<file path="src/rtl/code_pkg.sv">
// Shared types and helpers for the code sequence transmitter.
package code_pkg;

  // Transmitter FSM states.
  typedef enum logic [2:0] {
    ST_IDLE     = 3'd0,
    ST_LOAD     = 3'd1,
    ST_SEND     = 3'd2,
    ST_GAP_WAIT = 3'd3,
    ST_CANCEL   = 3'd4,
    ST_DONE     = 3'd5
  } state_t;

  // Codeword sent when a sequence is cancelled.
  localparam logic [7:0] RESET_CODEWORD = 8'b1111_0000;

  // A digit codeword carries the inverted digit in the upper nibble.
  function automatic logic [7:0] encode_digit(input logic [3:0] d);
    return {~d, d};
  endfunction

endpackage

</file>
<file path="src/rtl/gap_counter.sv">
// 4-bit loadable down-counter that times the idle gap between codewords.
module gap_counter (
  input  logic       clk,
  input  logic       reset,
  input  logic       load,
  input  logic [3:0] load_val,
  input  logic       dec,
  output logic       zero
);

  logic [3:0] count_q;

  // Load has priority; the count saturates at zero.
  always_ff @(posedge clk or negedge reset) begin
    if (!reset)
      count_q <= 4'd0;
    else if (load)
      count_q <= load_val;
    else if (dec && (count_q != 4'd0))
      count_q <= count_q - 4'd1;
  end

  assign zero = (count_q == 4'd0);

endmodule

</file>
<file path="src/rtl/code_sequence_tx.sv">
// Sends a key as a sequence of {~d, d} codewords over a valid/ready link,
// with an optional idle gap between codewords and an abort path that
// emits a reset codeword.
module code_sequence_tx
  import code_pkg::*;
#(
  parameter int N_DIGITS = 4,
  parameter int GAP      = 1
) (
  input  logic                  clk,
  input  logic                  reset,
  input  logic                  start,
  input  logic                  abort,
  input  logic [4*N_DIGITS-1:0] key,
  input  logic                  ready,
  output logic [7:0]            code,
  output logic                  valid,
  output logic                  busy,
  output logic                  done,
  output logic [3:0]            sent_cnt
);

  localparam int         KW       = 4 * N_DIGITS;
  localparam logic [3:0] LAST_IDX = 4'(N_DIGITS - 1);
  // The counter is checked before it is decremented, so GAP-1 gives GAP cycles.
  localparam logic [3:0] GAP_LOAD = (GAP > 0) ? 4'(GAP - 1) : 4'd0;

  state_t        state_q, state_d;
  logic [KW-1:0] shreg_q, shreg_d, shreg_shift;
  logic [7:0]    code_q, code_d;
  logic          valid_q, valid_d;
  logic          done_q, done_d;
  logic [3:0]    cnt_q, cnt_d;
  logic          gap_load, gap_dec, gap_zero;
  logic          accept;

  assign accept      = valid_q & ready;
  assign shreg_shift = shreg_q >> 4;

  gap_counter u_gap (
    .clk      (clk),
    .reset    (reset),
    .load     (gap_load),
    .load_val (GAP_LOAD),
    .dec      (gap_dec),
    .zero     (gap_zero)
  );

  // Next-state and next-output decode; outputs are registered below.
  always_comb begin
    // NOTE: every signal gets a default here so no path through the case
    // leaves one unassigned, which would infer a latch.
    state_d  = state_q;
    shreg_d  = shreg_q;
    cnt_d    = cnt_q;
    code_d   = 8'h00;
    valid_d  = 1'b0;
    done_d   = 1'b0;
    gap_load = 1'b0;
    gap_dec  = 1'b0;

    case (state_q)
      ST_IDLE: begin
        if (start) begin
          state_d = ST_LOAD;
          shreg_d = key;
          cnt_d   = 4'd0;
        end
      end
      ST_LOAD: begin
        valid_d = 1'b1;
        if (abort) begin
          state_d = ST_CANCEL;
          code_d  = RESET_CODEWORD;
        end else begin
          state_d = ST_SEND;
          code_d  = encode_digit(shreg_q[3:0]);
        end
      end
      ST_SEND: begin
        if (abort) begin
          // Abort wins over a same-cycle acceptance: the digit is not counted.
          state_d = ST_CANCEL;
          code_d  = RESET_CODEWORD;
          valid_d = 1'b1;
        end else if (accept) begin
          cnt_d   = cnt_q + 4'd1;
          shreg_d = shreg_shift;
          if (cnt_q == LAST_IDX) begin
            state_d = ST_DONE;
            done_d  = 1'b1;
          end else if (GAP > 0) begin
            state_d  = ST_GAP_WAIT;
            gap_load = 1'b1;
          end else begin
            code_d  = encode_digit(shreg_shift[3:0]);
            valid_d = 1'b1;
          end
        end else begin
          code_d  = code_q;
          valid_d = 1'b1;
        end
      end
      ST_GAP_WAIT: begin
        if (abort) begin
          state_d = ST_CANCEL;
          code_d  = RESET_CODEWORD;
          valid_d = 1'b1;
        end else if (gap_zero) begin
          state_d = ST_SEND;
          code_d  = encode_digit(shreg_q[3:0]);
          valid_d = 1'b1;
        end else begin
          gap_dec = 1'b1;
        end
      end
      ST_CANCEL: begin
        if (accept) begin
          state_d = ST_IDLE;
        end else begin
          code_d  = RESET_CODEWORD;
          valid_d = 1'b1;
        end
      end
      ST_DONE: state_d = ST_IDLE;
      default: state_d = ST_IDLE;
    endcase
  end

  // State and output registers.
  always_ff @(posedge clk or negedge reset) begin
    // NOTE: sequential state uses non-blocking assignments so every register
    // samples pre-edge values regardless of block ordering.
    if (!reset) begin
      // NOTE: the shift register is reset too; it is a small flop array, not
      // a RAM, and a clean value keeps its contents deterministic.
      state_q <= ST_IDLE;
      shreg_q <= '0;
      code_q  <= 8'h00;
      valid_q <= 1'b0;
      done_q  <= 1'b0;
      cnt_q   <= 4'd0;
    end else begin
      state_q <= state_d;
      shreg_q <= shreg_d;
      code_q  <= code_d;
      valid_q <= valid_d;
      done_q  <= done_d;
      cnt_q   <= cnt_d;
    end
  end

  assign code     = code_q;
  assign valid    = valid_q;
  assign done     = done_q;
  assign sent_cnt = cnt_q;
  assign busy     = (state_q != ST_IDLE);

endmodule

</file>
<file path="config.mk">
export PLATFORM = sky130hd
export DESIGN_NAME = code_sequence_tx
export DESIGN_NICKNAME = d
export VERILOG_FILES = /design/src/rtl/code_pkg.sv /design/src/rtl/gap_counter.sv /design/src/rtl/code_sequence_tx.sv
export SDC_FILE = /design/constraint.sdc
export NUM_CORES = 1
export LEC_CHECK = 0
export ABC_AREA = 1
export ABC_CLOCK_PERIOD_IN_PS = 2940
export BUFFER_PORTS_ARGS = -buffer_cell sky130_fd_sc_hd__buf_2
export CAP_MARGIN = 20
export CORE_ASPECT_RATIO = 0.6
export CORE_MARGIN = 1.5
export CORE_UTILIZATION = 55
export CTS_CLUSTER_SIZE = 8
export DETAILED_ROUTE_END_ITERATION = 8
export HOLD_SLACK_MARGIN = 0.1
export PLACE_DENSITY = 0.85
export SLEW_MARGIN = 40
export SYNTH_ARGS = -nofsm -noshare
export SYNTH_HDL_FRONTEND = slang
export SYNTH_SLANG_ARGS = --single-unit
export TNS_END_PERCENT = 30
</file>
<file path="constraint.sdc">
create_clock -name clk -period 2.94 [get_ports clk]
set_input_delay 0.294 -clock clk [delete_from_list [all_inputs] [get_ports clk]]
set_output_delay 0.294 -clock clk [all_outputs]
set_load 0.02 [all_outputs]
</file>
# Word level (Yosys, flattened, before mapping)
# Cells that the tools add are included.
# word_totals
register_bits,37
latchBits,0
ram_bits,0
romBits,0
inputBits,21
output_inout_bits,15
word_cells,73
memories,0
# classes
addsub,2
mul,0
n_div,0
n_lt_le_gt_ge,0
eq_ne,11
shifts,0
muxes,42
bitwise,2
reduce_logical,9
# ops
cell,count
2-to-1 mux 16 bit,3
2-to-1 mux 8 bit,6
case mux 16 bit (2 select lines),1
case mux 8 bit (4 select lines),1
2-to-1 mux 3 bit,8
2-to-1 mux 4 bit,5
2-to-1 mux 1 bit,15
case mux 3 bit (5 select lines),1
"!= test 2 bit, second input constant",4
case mux 4 bit (2 select lines),1
AND reduction 4 bit,2
"== test 3 x 2 -> 1 bit, second input constant",2
"!= test 3 bit, second input constant",2
"adder 4 x 1 -> 4 bit, second input constant",1
"== test 4 x 2 -> 1 bit, second input constant",1
zero test 4 bit,1
inverter 4 bit,1
case mux 1 bit (4 select lines),1
nonzero test 2 bit,2
nonzero test 4 bit,1
"subtractor 4 x 1 -> 4 bit, second input constant",1
"== test 3 x 1 -> 1 bit, second input constant",1
"== test 3 bit, second input constant",1
zero test 3 bit,1
3 further kinds,3

# Longest topological paths before layout
# Gate-level depths: netlist of the first run.
# depth
word_depth,7
mapped_depth,9
mapped_depth_nobuf,8

# Cells and area by module
# A second synthesis of the first run with hierarchy kept.
# unflattened
hier_cells,289
hier_area_um2,2013.2
# by_module_without_submodules
module,n_inst,cells_per_inst,area_each_um2
code_sequence_tx,1,243,1717.9
gap_counter,1,46,295.3

# Least setup slack after synthesis of the first run
# No wires, ideal clock.
# synth_path
path_type,flip-flop to flip-flop
from,register state_q[1]
to,"register cnt_q[2], in the netlist sent_cnt[2]"
setup_time_ns,0.118
arrival_ns,1.244
path_slack_ns,1.578
path_stages_with_launch,9
period_less_slack_ns,1.362
path_cell_list,dfrtp_1 -> buf_6 -> nor2_2 -> nand2_1 -> nand2_2 -> nand2_1 -> buf_4 -> nand2_1 -> nand2_1
# synth_between
elab_chain_len,3
word_cells_on_any_way,8
classes_between,eq/ne (4); mux (1); reduce/logical (3)
# synth_rtl
item,line_no,rtl
start: declaration,code_sequence_tx.sv:28,"state_t state_q, state_d;"
start signal: assignment,code_sequence_tx.sv:144,state_q <= state_d;
== test 3 x 2 -> 1 bit / zero test 3 bit (equally long branches),code_sequence_tx.sv:62,case (state_q)
!= test 2 bit (no line) / nonzero test 2 bit (equally long branches),--,
AND reduction 4 bit (no line),--,
end signal: assignment,code_sequence_tx.sv:149,cnt_q <= cnt_d;
end: declaration,code_sequence_tx.sv:33,"logic [3:0] cnt_q, cnt_d;"
# Parallel ways exist; a longest one is shown, timed or not.
# A chain may end at the register's enable or synchronous reset.

# Worst setup path after layout of the first run
# layout_path
from,register state_q[1]
to,register shreg_q[9]
# layout_between
elab_chain_len,3
word_cells_on_any_way,8
classes_between,eq/ne (4); mux (1); reduce/logical (3)
# layout_rtl
item,line_no,rtl
== test 3 x 2 -> 1 bit / zero test 3 bit (equally long branches),code_sequence_tx.sv:62,
!= test 2 bit (no line) / nonzero test 2 bit (equally long branches),--,
AND reduction 4 bit (no line),--,
end signal: assignment,code_sequence_tx.sv:145,shreg_q <= shreg_d;
end: declaration,code_sequence_tx.sv:29,"logic [KW-1:0] shreg_q, shreg_d, shreg_shift;"
# Parallel ways exist; a longest one is shown, timed or not.

==> results of run 1 <==
[worst register-to-register path: stages, from the launching register on]
cell and delay, ps:
dfrtp_1 570, nand3_4 290, inv_2 310, nand2_2 90, nand2_2 70, nand2_1 400
nand2_1 210, nand2_1 60
[flip-flops by register name (all words and copies together) (netlist names)]
| name | cells |
|---|---|
| code | 8 |
| done | 1 |
| sent_cnt | 4 |
| shreg_q | 16 |
| state_q | 3 |
| u_gap.count_q | 4 |
| valid | 1 |
[cell families after synthesis]
logic type      after synthesis  share of synthesized area [%]
compound gates                5                          1.285
fa+ha+maj                     2                          1.223
simple gates                190                          43.98
buf+inv                      26                          7.400
xor+xnor                      2                         0.8564
flops                        37                          45.26
[metrics by stage]
step	hold slack [ps]	power, W	cells	instance area, sq um
after global routing	237.6	0.002539	341	2317
final	221.1	0.002337	341	2317
after CTS	101.6	0.002344	340	2305
after global placement	423.1	0.001870	332	2190
after detailed placement	431.5	0.001885	332	2190
after floorplan	-1.591	0.001763	262	2046
[cell usage after synthesis]
| library cell | n |
|---|---|
| nand2_1 | 126 |
| buf_8 | 1 |
| nand4_4 | 1 |
| or2_0 | 1 |
| xor2_1 | 1 |
| nand3_2 | 11 |
| a31oi_1 | 1 |
| ha_1 | 2 |
| inv_2 | 4 |
| nor3_1 | 1 |
| nand3b_1 | 5 |
| nand2_2 | 2 |
| buf_4 | 2 |
| buf_2 | 4 |
| nor2_2 | 2 |
| o21ai_0 | 4 |
| buf_6 | 4 |
| nand3_4 | 1 |
| nor2_4 | 1 |
| dfrtp_1 | 37 |
| nand3_1 | 27 |
| inv_1 | 11 |
| nand4_1 | 5 |
| xnor2_1 | 1 |
| nor2_1 | 7 |
[power breakdown]
| group | switching, W | internal (W) |
|---|---|---|
| Clock | 0.000195 | 0.000254 |
| Sequential | 0.000127 | 0.000695 |
| Combinational | 0.000742 | 0.000324 |
[cell type report]
cell class,instances,share of cell area (%)
clock buffers,5,2.970
repair buffers,37,8.423
flip-flops and latches,37,39.96
well taps,45,2.430
clock inverters,3,1.998
inverters,15,2.430
multi-input cells,199,41.79
[worst min-delay path by stage]
stage,from,end,cells after the start
2_1_floorplan,reset,code[0],0
3_3_place_gp,reset,shreg_q[6],1
3_5_place_dp,reset,sent_cnt[1],1
4_1_cts,reset,state_q[1],1
5_1_grt,abort,done,2
6_report,abort,done,2
[repair_timing]
action	CTS	global route
resized for setup	0	0
hold buffers	0	1
hold endpoints to repair	0	37
[per-layer routing]
| layer | share of wire, % | vias to the layer above | GRT usage (%) |
|---|---|---|---|
| li1 | - | 904 | - |
| met1 | 52 | 793 | 36.86 |
| met2 | 40 | 57 | 32.38 |
| met3 | 7.0 | 8 | 5.818 |
| met4 | 1.4 | 0 | 8.475 |
| met5 | 0 | - | 0 |
==> results.toml, run 1 <==
[global_routing]
grt_max_degree = 38
grt_pass1_wl_um = 7286
grt_pass1_vias = 1557
grt_use_total_pct = 24.01
grt-ovfl-total = 0
antenna_found_initial = 0

[sta]
rsz0062_at_grt = "no"
max_freq_ghz = 0.4738
finalCritPeriodShare_pct = 71.78
setup_ws_ps = 829.6
relSlewSlack_pct = 54.88
hold_viol = 0
layout_min_cycle_time_ps = 2110
finalSetupTns_ps = 0
setup_violations = 0
tightestPinTransition_ps = 675.1
drv_slew = 0
worst_clock_skew_ps = 8.680

[route]
drt_first_pass_iters = 4
wl_per_cell_um = 12.40
drc = 0
route.vias.total = 1762
wl_um = 4227
ant_nets = 0
routed_via_density = 5.167
drtIter0Drc = 116

[worst_setup_path]
crit_start = "state_q[1]"
cp_cell_sequence = "nand3_4, inv_2, nand2_2, nand2_2, nand2_1, nand2_1, nand2_1"
cp_slowest_stage_delay_ps = 570
critPathTopFamily = "simple AND/OR/NAND/NOR gates"
worstReg2RegStart = "state_q[1]"
crit_end = "shreg_q[9]"
worst-path-stages = 7
critPathArrivalTime_ps = 2300
cp_max_fo = 22
cp_slowest_cell = "dfrtp_1"
critPathLaunchType = "register"
r2r_end = "shreg_q[9]"
critPathRequiredTime_ps = 3130
r2r_slack_ps = 830
crit_top_cell = "nand2_1"
reg2reg_depth = 7
setup.worst_path.class = "reg -> reg"
cp.buffers_inverters = 1
crit_path_end_kind = "register"

[synth]
synth_seq_cells = 37
synthDominantCellAreaShare_pct = 45.26
synth.yosys.seq_area_share_pct = 45.26
syn_area_sq_mm = 0.002046
synthCells = 262
synth_top_cells_by_area = "dfrtp_1 45%, nand2_1 23%, nand3_1 6.6%"
ys_types = 25
yosys_warnings = 0
syn_nets = 285
yosysTopAreaCell = "dfrtp_1"
synth.avg_cell_area_sq_um = 7.808

[layout]
final_nets = 318
mostFrequentLayoutCells = "126 x nand2_1, 37 x dfrtp_1, 34 x buf_2, 27 x nand3_1"
seq_area_sq_um = 925.9
drive_above_1_share_pct = 22.30
fillers = 290
n_antenna_cell = 0
final_util_pct = 68.09
multi_input_area_sq_um = 968.4
mostFrequentLayoutCell = "nand2_1"
area_growth_pct = 13.27

[power_and_ir_drop]
vdd.ir_drop.worst_mv = 0.4868
power.leakage_nw = 1.294
power.density_mw_per_mm2 = 1009

[die]
die_area_sq_mm = 0.004106
start_util_pct = 60.11
coreArea_sq_mm = 0.003403
die_w_um = 81.74
ios = 36
fp-row-count = 16
die_h_um = 50.24

[cts]
cts.sinks = 37
cts_tree = "yes"
clockBufferDepth = 2
htree_levels = 2
post_cts_buffers = 0
cts-root-buf = "clkbuf_8"
numCtsBuffers = 5
path_clk_slew_ps = 80
clk_latency_ps = 300

[job]
drv_cap = 0

[place]
dp_hpwl_um = 2960
numPortBuffers = 35
gp_congestion = 0.8355
pre_cts_slack_ps = 844.2

[status]
status = "completed"

[hold_path]
hold_class = "in -> reg"
Power figures use the tool's default switching activity.
==> run 2: changes to the inputs <==
--- a/config.mk
+++ b/config.mk
@@ -6,16 +6,16 @@
 export NUM_CORES = 1
 export LEC_CHECK = 0
 export ABC_AREA = 1
-export ABC_CLOCK_PERIOD_IN_PS = 2940
+export ABC_CLOCK_PERIOD_IN_PS = 1700
 export BUFFER_PORTS_ARGS = -buffer_cell sky130_fd_sc_hd__buf_2
 export CAP_MARGIN = 20
 export CORE_ASPECT_RATIO = 0.6
 export CORE_MARGIN = 1.5
-export CORE_UTILIZATION = 55
+export CORE_UTILIZATION = 50
 export CTS_CLUSTER_SIZE = 8
 export DETAILED_ROUTE_END_ITERATION = 8
 export HOLD_SLACK_MARGIN = 0.1
-export PLACE_DENSITY = 0.85
+export PLACE_DENSITY = 0.81
 export SLEW_MARGIN = 40
 export SYNTH_ARGS = -nofsm -noshare
 export SYNTH_HDL_FRONTEND = slang
==> constraint.sdc (replaced) <==
create_clock -name clk -period 1.7 [get_ports clk]
set_input_delay 0.17 -clock clk [delete_from_list [all_inputs] [get_ports clk]]
set_output_delay 0.17 -clock clk [all_outputs]
set_load 0.02 [all_outputs]
==> results.toml, run 2 (synthesis results as in run 1) <==
[status]
status = "finished, violations left"
failed_checks = "design-rule violations"

[place]
dp_hpwl_um = 3206
gp_congestion = 0.8451
numPortBuffers = 35

[cts]
numCtsBuffers = 5
clk_latency_ps = 290
cts.repair.resized = 0
hold_buffers = 2
htree_levels = 2
path_clk_slew_ps = 80
cts-root-buf = "clkbuf_8"
clockBufferDepth = 2
cts_tree = "yes"
cts.sinks = 37
post_cts_buffers = 0

[die]
die_area_sq_mm = 0.004497
start_util_pct = 54.03
die_w_um = 85.58
die_h_um = 52.55
fp-row-count = 17
coreArea_sq_mm = 0.003786
ios = 36

[route]
wl_um = 4510
drt_first_pass_iters = 6
ant_nets = 0
drc = 2
route.vias.total = 1844
wl_per_cell_um = 12.81
drtIter0Drc = 90
routed_via_density = 5.239

[job]
drv_cap = 0

[sta]
tightestPinTransition_ps = 452.9
setup_violations = 0
rsz0062_at_grt = "no"
relSlewSlack_pct = 69.81
max_freq_ghz = 0.6386
finalCritPeriodShare_pct = 92.11
layout_min_cycle_time_ps = 1566
whs_ps = 199.6
drv_slew = 0
worst_clock_skew_ps = 8.845
finalSetupTns_ps = 0
hold_viol = 0

[global_routing]
use_met2_pct = 33.20
grt_pass1_wl_um = 7672
grt_use_total_pct = 22.19
grt_util_met1_pct = 32.14
grt_pass1_vias = 1699
grt_use_met3_pct = 5.512
antenna_found_initial = 0
grt_max_degree = 38
grt-ovfl-total = 0
top_usage_layer = "met2"

[layout]
drive_above_1_share_pct = 23.93
n_antenna_cell = 0
area_growth_pct = 15.11
largest_reg_flops = 16
mostFrequentLayoutCells = "126 x nand2_1, 37 x dfrtp_1, 35 x buf_2, 27 x nand3_1"
fillers = 327
final_nets = 327
top_register = "shreg_q"
mostFrequentLayoutCell = "nand2_1"

[power_and_ir_drop]
power.density_mw_per_mm2 = 1720
power.leakage_nw = 1.327
vdd.ir_drop.worst_mv = 0.9379

[worst_setup_path]
cp_slowest_cell = "dlygate4sd3_1"
critPathTopFamily = "buffers and inverters"
critPathRequiredTime_ps = 1880
critPathArrivalTime_ps = 1750
cp_max_fo = 13
crit_path_end_kind = "register"
cp_slowest_stage_delay_ps = 530
cp.buffers_inverters = 3
critPathLaunchType = "input port"
setup.worst_path.class = "in -> reg"
cp_cell_sequence = "dlygate4sd3_1, buf_2, inv_1, nand4_1, nand3_1, nand2_1"
r2r_slack_ps = 180

[hold_path]
hold_class = "in -> reg"
==> run 2: tightest hold or removal path: stages <==
cell and delay [ps]:
buf_2 100, nand2_1 40, nand3b_1 90, nand2_1 50
==> run 2: final timing paths <==
kind | start | end | cells past startpoint
worst max-delay path | abort | u_gap.count_q[1] | 6
max in group asynchronous | reset | shreg_q[12] | 3
worst min-delay path | key[14] | shreg_q[14] | 4
min in group asynchronous | reset | sent_cnt[3] | 3
worst min register to register | shreg_q[10] | shreg_q[10] | 2
worst max register to register | state_q[0] | shreg_q[11] | 9
==> run 2: final cells by class <==
type | count | area, sq um | share of cell area [%]
Multi-Input combinational cell | 199 | 968.4 | 41.13
Sequential cell | 37 | 925.9 | 39.32
Timing Repair Buffer | 46 | 262.8 | 11.16
Clock buffer | 6 | 72.57 | 3.082
Tap cell | 47 | 58.81 | 2.497
Inverter | 15 | 56.30 | 2.391
Clock inverter | 2 | 10.01 | 0.4251
==> run 2: per-layer routing <==
metal	wire [um]	up-vias
li1	-	917
met4	40	0
met2	1870	81
met5	0	-
met3	396	7
met1	2202	839
==> run 2: power by group <==
part / total, W / internal (W) / leakage, nW / switching [W]
sequential: 0.00141 / 0.00120 / 0.480 / 0.000202
clock: 0.000598 / 0.000284 / 0.0450 / 0.000314
combinational: 0.00205 / 0.000675 / 0.802 / 0.00137
==> run 2: stage by stage <==
stage	std cells	power, W	setup WS (ps)	utilization [%]	cell area (sq um)
detailed placement	342	0.003443	237.0	59.48	2252
CTS	352	0.004062	145.9	62.19	2355
finish	352	0.004050	134.1	62.19	2355
global route	352	0.004358	20.92	62.19	2355
floorplan	262	0.003049	338.3	-	2046
global placement	342	0.003377	270.6	59.48	2252
